$ cat src/rtl/pipe_sequencer.sv
// Hazard/flow controller beside decode: branch redirect on mispredict, load-use
// freeze/bubble, syscall drain sequencing and saturating branch statistics.
module pipe_sequencer #(
  parameter int unsigned DRAIN_CYCLES = 3,
  parameter int unsigned CNT_W        = 16
) (
  input  logic             CLK,
  input  logic             RESET,
  input  logic             id_valid,
  input  logic             id_is_branch,
  input  logic             id_is_taken,
  input  logic [31:0]      id_alt_address,
  input  logic [31:0]      id_pc_plus4,
  input  logic             pred_taken,
  input  logic [31:0]      pred_target,
  input  logic             id_syscall,
  input  logic [4:0]       id_rs,
  input  logic [4:0]       id_rt,
  input  logic             id_uses_rt,
  input  logic             exe_memread,
  input  logic [4:0]       exe_wreg,
  output logic             want_freeze,
  output logic             inject_bubble,
  output logic             redirect_valid,
  output logic [31:0]      redirect_pc,
  output logic             flush_if,
  output logic             sys_out,
  output logic [CNT_W-1:0] branch_count,
  output logic [CNT_W-1:0] mispredict_count
);

  localparam int unsigned DC_W = 3;
  localparam logic [CNT_W-1:0] CNT_MAX = '1;

  typedef enum logic [1:0] {RUN, DRAIN, SYSP, RELEASE} state_t;

  state_t          state;
  logic [DC_W-1:0] drain_cnt;

  logic load_use;
  logic sys_seen;
  logic sys_entry;
  logic resolve;
  logic mispredict;
  logic in_drain;
  logic in_sysp;

  assign load_use = id_valid & exe_memread & (exe_wreg != 5'd0) &
                    ((exe_wreg == id_rs) | (id_uses_rt & (exe_wreg == id_rt)));

  assign in_drain  = (state == DRAIN);
  assign in_sysp   = (state == SYSP);
  assign sys_seen  = (state == RUN) & id_valid & id_syscall;
  assign sys_entry = sys_seen & ~load_use;

  // The instruction in ID is wrong-path while flush_if is high, so skip it.
  assign resolve = (state == RUN) & id_valid & id_is_branch & ~load_use &
                   ~sys_entry & ~flush_if;

  assign mispredict = (id_is_taken != pred_taken) |
                      (id_is_taken & pred_taken & (id_alt_address != pred_target));

  assign want_freeze   = (state != RELEASE) & (load_use | sys_seen | in_drain | in_sysp);
  assign inject_bubble = load_use | in_drain | in_sysp;

  // Syscall drain sequencer; sys_out is high exactly while in SYSP.
  always_ff @(posedge CLK or negedge RESET) begin
    if (!RESET) begin
      state     <= RUN;
      drain_cnt <= '0;
      sys_out   <= 1'b0;
    end else begin
      case (state)
        RUN: begin
          if (sys_entry) begin
            state     <= DRAIN;
            drain_cnt <= DC_W'(DRAIN_CYCLES - 1);
          end
        end
        DRAIN: begin
          if (drain_cnt == '0) begin
            state   <= SYSP;
            sys_out <= 1'b1;
          end else begin
            drain_cnt <= drain_cnt - DC_W'(1);
          end
        end
        SYSP: begin
          state   <= RELEASE;
          sys_out <= 1'b0;
        end
        RELEASE: state <= RUN;
        default: state <= RUN;
      endcase
    end
  end

  // Branch resolution: one-cycle redirect/flush, target held between redirects.
  always_ff @(posedge CLK or negedge RESET) begin
    if (!RESET) begin
      redirect_valid   <= 1'b0;
      flush_if         <= 1'b0;
      redirect_pc      <= '0;
      branch_count     <= '0;
      mispredict_count <= '0;
    end else begin
      redirect_valid <= resolve & mispredict;
      flush_if       <= resolve & mispredict;
      if (resolve & mispredict)
        redirect_pc <= id_is_taken ? id_alt_address : id_pc_plus4;
      if (resolve && branch_count != CNT_MAX)
        branch_count <= branch_count + CNT_W'(1);
      if (resolve && mispredict && mispredict_count != CNT_MAX)
        mispredict_count <= mispredict_count + CNT_W'(1);
    end
  end

endmodule

$ cat config.mk
export PLATFORM = sky130hd
export DESIGN_NAME = pipe_sequencer
export DESIGN_NICKNAME = d
export VERILOG_FILES = /design/src/rtl/pipe_sequencer.sv
export SDC_FILE = /design/constraint.sdc
export NUM_CORES = 1
export LEC_CHECK = 0
export ABC_AREA = 1
export CORE_UTILIZATION = 47
export DETAILED_ROUTE_END_ITERATION = 8
export GPL_TIMING_DRIVEN = 0
export PLACE_DENSITY = 0.84
export SYNTH_ARGS = -nofsm -noshare
export SYNTH_HDL_FRONTEND = slang
export SYNTH_SLANG_ARGS = --single-unit
$ cat constraint.sdc
create_clock -name CLK -period 4.9 [get_ports CLK]
set_input_delay 0.98 -clock CLK [delete_from_list [all_inputs] [get_ports CLK]]
set_output_delay 0.98 -clock CLK [all_outputs]
set_load 0.05 [all_outputs]
==> metrics.txt <==
reg-to-reg slack, setup 2.75 ns; Tmin final just over 4 ns; unrepaired setup endpoints after global routing no; post-placement cell count roughly 880; required time of the critical path between 3 and 4 ns; latest clock arrival within the worst-skew pair 0.35 ns; non-filler cells, final between 800 and 900; number of synthesized flops with an enable pin 0; top cells by area, synth sky130_fd_sc_hd__dfrtp_1, sky130_fd_sc_hd__nand2_1, sky130_fd_sc_hd__xnor2_1, sky130_fd_sc_hd__mux2i_1, sky130_fd_sc_hd__o21ai_2; cell area after technology mapping 4590 um2; Post-Place Setup Slack 0.792 ns; share of synthesized cell area in and, or, nand and nor gates about a quarter; Synth Area in Compound Gates 8.74%; Period Utilization, post-route between 80 and 90%; Worst Clk Skew 0.0119 ns; Critical Path End want_freeze; Synth Area in XOR/XNOR between 10% and 20%; number of buffers on the longest clock path 2; TritonCTS clock tree built; Synth async-reset ratio 100%; largest area contributor in the synthesized netlist sky130_fd_sc_hd__dfrtp_1; setup bufs post-CTS 0; number of hold violations in the final report 0; type of the worst setup path primary input to output port; share of Yosys cell area claimed by the top area cell type 38.7%; routability cong. ~0.93; number of max-capacitance violations reported 0; number of distinct library cells after synthesis 30; clock buffers created by TritonCTS 9; horizontal die dimension 101 um; final slew viol count 0; total power consumption of the routed design between 3 and 4 mW; R2R Path Start mispredict_count[0]; IO Port Bufs between 150 and 200; Avg Inst Size Synth 8.12 um2; cell count after synthesis 566; Sinks on Clock Net roughly 70; tightest slew margin relative to the limit between 30% and 40%; library cell used as clock root buffer sky130_fd_sc_hd__clkbuf_8; Die Ht between 100 and 150 um; site row count 35; pwr dens ~480 nW/um2; WL per Instance about 14 um; Clk pin slew, worst setup/hold paths ~0.07 ns; post-layout utilization of the core around 73%; post-CTS resize count 0; global-route wire length before repair around 21000 um; measured slew at the worst slew-check pin roughly 0.9 ns; multiplexer share of the synthesized area approximately 5.7%; P&R area growth vs syn 49.0%; post-layout worst setup margin around 0.81 ns; half-perimeter wire length of the detailed placement result 10200 um; number of cells on the worst reg-to-reg path 9; Yosys warnings 0; vias in the first global route around 4.5k; antenna violations before repair 0; maximum net fanout on the critical path 3; pin count of the biggest net entering global routing 72; post-route standard cell area excluding fillers 6840 um2; dominant combinational cell family by area after synthesis simple AND/OR/NAND/NOR gates; number of setup violations in the final report 0; routed via count around 4.5k; post-synthesis share of cell area spent on full adders, half adders and majority gates under 10%; sequential-to-total area share from yosys stat around 39%; Critical Path Source exe_wreg[1]; total global-route track usage between 20% and 30%; final total negative setup slack 0 ns; class of the worst hold path flip-flop to flip-flop; fraction of final layout cells sized beyond drive strength 1 under 10%; post-detailed-placement cell area around 6600 um2; kind of capture point of the worst setup path output port; antenna-violating nets left 0; status finished, final reports clean; DRC errors left 0; Arrival @ worst endpoint approximately 3.1 ns; CTS HTree Levels 3; final wirelength around 13000 um; maximum clock frequency around 0.24 GHz; die outline area around 10000 um2; post-DR vias/cell approximately 5; number of iterations in the first detailed-routing pass 4; total leakage power 3.07 nW; CP Launch Type primary input; register bit total from synthesis just over 70; initial cell density of the core 49.0%; core box area around 9400 um2; number of design-rule violations left by the first detailed-router iteration roughly 160; remaining global-route overflow 0; antenna fix cells 0; endpoint of the worst register-to-register path mispredict_count[6]; peak ir drop on the vdd network 0.000289 V; count of nets after finishing slightly below 900; worst hold margin 0.483 ns; net count after synthesis 695; ys flop type sky130_fd_sc_hd__dfrtp_1; count of hold-fix buffers inserted at cts 0; I/O pin count roughly 190
==> state kept, by name, indices dropped and copies added, names as in the netlist <==
register	flops
redirect_pc	32
branch_count	16
mispredict_count	16
drain_cnt	3
state	2
flush_if	1
sys_out	1
==> power by group <==
part	leakage (nW)	switching, mW	internal [mW]
registers	0.923	0.153	0.782
logic	2.04	1.18	0.649
clock network	0.105	0.232	0.283
total	3.07	1.56	1.71
==> logic make-up after synthesis <==
| family | Yosys count |
|---|---|
| and+or+nand+nor | 275 |
| DFF | 71 |
| buffers and inverters | 66 |
| xor gates and xnor gates | 61 |
| AOI/OAI and AO/OA | 58 |
| muxes | 26 |
| adders and majority gates | 9 |
==> worst max-delay path, cell delays in order <==
cell and delay, ns:
sky130_fd_sc_hd__clkdlybuf4s50_1 0.52, sky130_fd_sc_hd__inv_1 0.07, sky130_fd_sc_hd__nand2_1 0.05, sky130_fd_sc_hd__o21ai_1 0.06
sky130_fd_sc_hd__nor2_1 0.09, sky130_fd_sc_hd__nand3_1 0.08, sky130_fd_sc_hd__nand2_1 0.13, sky130_fd_sc_hd__nand2_1 0.10
sky130_fd_sc_hd__nand4_1 0.07, sky130_fd_sc_hd__o21ai_0 0.08, sky130_fd_sc_hd__inv_1 0.07, sky130_fd_sc_hd__clkdlybuf4s50_1 0.81
==> area by class of cell <==
cell class	count	area (um2)
repair buffers	188	1880
multi-input cells	429	2500
plain buffers	18	138
flip-flops and latches	71	1780
inverters	48	183
fillers	731	2530
well taps	129	161
clock inverters	6	86.3
clock buffers	9	124
==> how the worst min path moves through the flow <==
stage / depth (start not counted) / start / endpoint / slack [ns]
6_report: 2 / redirect_pc[14] / redirect_pc[14] / 0.48
5_1_grt: 2 / redirect_pc[4] / redirect_pc[4] / 0.51
4_1_cts: 2 / redirect_pc[14] / redirect_pc[14] / 0.49
3_5_place_dp: 2 / redirect_pc[14] / redirect_pc[14] / 0.47
3_3_place_gp: 2 / drain_cnt[1] / drain_cnt[1] / 0.46
2_1_floorplan: 2 / drain_cnt[1] / drain_cnt[1] / 0.44
==> cells in the final DEF (no fill, tap or decap), types with 2 or more instances in the layout <==
cell type	netlist	layout
sky130_fd_sc_hd__xor2_1	23	23
sky130_fd_sc_hd__o21ai_0	13	13
sky130_fd_sc_hd__nor2_1	32	32
sky130_fd_sc_hd__o21ai_2	26	26
sky130_fd_sc_hd__xnor2_1	38	38
sky130_fd_sc_hd__bufinv_16	0	2
sky130_fd_sc_hd__inv_1	47	47
sky130_fd_sc_hd__dfrtp_1	71	71
sky130_fd_sc_hd__nand2_1	176	176
sky130_fd_sc_hd__buf_6	8	8
sky130_fd_sc_hd__buf_2	2	2
sky130_fd_sc_hd__nand3_1	23	23
sky130_fd_sc_hd__nor3_1	10	10
sky130_fd_sc_hd__clkbuf_1	5	5
sky130_fd_sc_hd__ha_1	9	9
sky130_fd_sc_hd__nand3_2	3	3
sky130_fd_sc_hd__o21ai_1	17	17
sky130_fd_sc_hd__clkbuf_8	0	9
sky130_fd_sc_hd__clkinv_2	0	2
sky130_fd_sc_hd__buf_4	2	3
sky130_fd_sc_hd__nand2_2	3	3
sky130_fd_sc_hd__clkdlybuf4s50_1	0	187
sky130_fd_sc_hd__mux2i_1	26	26
sky130_fd_sc_hd__nand4_1	22	22
==> cell usage after synthesis, types with 2 or more instances <==
master / count
sky130_fd_sc_hd__inv_1: 47
sky130_fd_sc_hd__o21ai_1: 17
sky130_fd_sc_hd__mux2i_1: 26
sky130_fd_sc_hd__o21ai_2: 26
sky130_fd_sc_hd__ha_1: 9
sky130_fd_sc_hd__buf_6: 8
sky130_fd_sc_hd__nor2_1: 32
sky130_fd_sc_hd__buf_2: 2
sky130_fd_sc_hd__dfrtp_1: 71
sky130_fd_sc_hd__o21ai_0: 13
sky130_fd_sc_hd__nand2_2: 3
sky130_fd_sc_hd__nand4_1: 22
sky130_fd_sc_hd__buf_4: 2
sky130_fd_sc_hd__clkbuf_1: 5
sky130_fd_sc_hd__nor3_1: 10
sky130_fd_sc_hd__xnor2_1: 38
sky130_fd_sc_hd__nand2_1: 176
sky130_fd_sc_hd__xor2_1: 23
sky130_fd_sc_hd__nand3_1: 23
sky130_fd_sc_hd__nand3_2: 3
==> routing by layer <==
metal / up-vias / global-route usage, % / wire length, um / part of all wire (%)
li1: 2226 / - / - / -
met1: 2032 / 31.3 / 5090 / 40
met2: 170 / 46.6 / 6430 / 50
met3: 27 / 5.83 / 921 / 7.2
met4: 0 / 11.4 / 384 / 3.0
met5: - / 0 / 0 / 0
(Power assumes the default switching activity.)
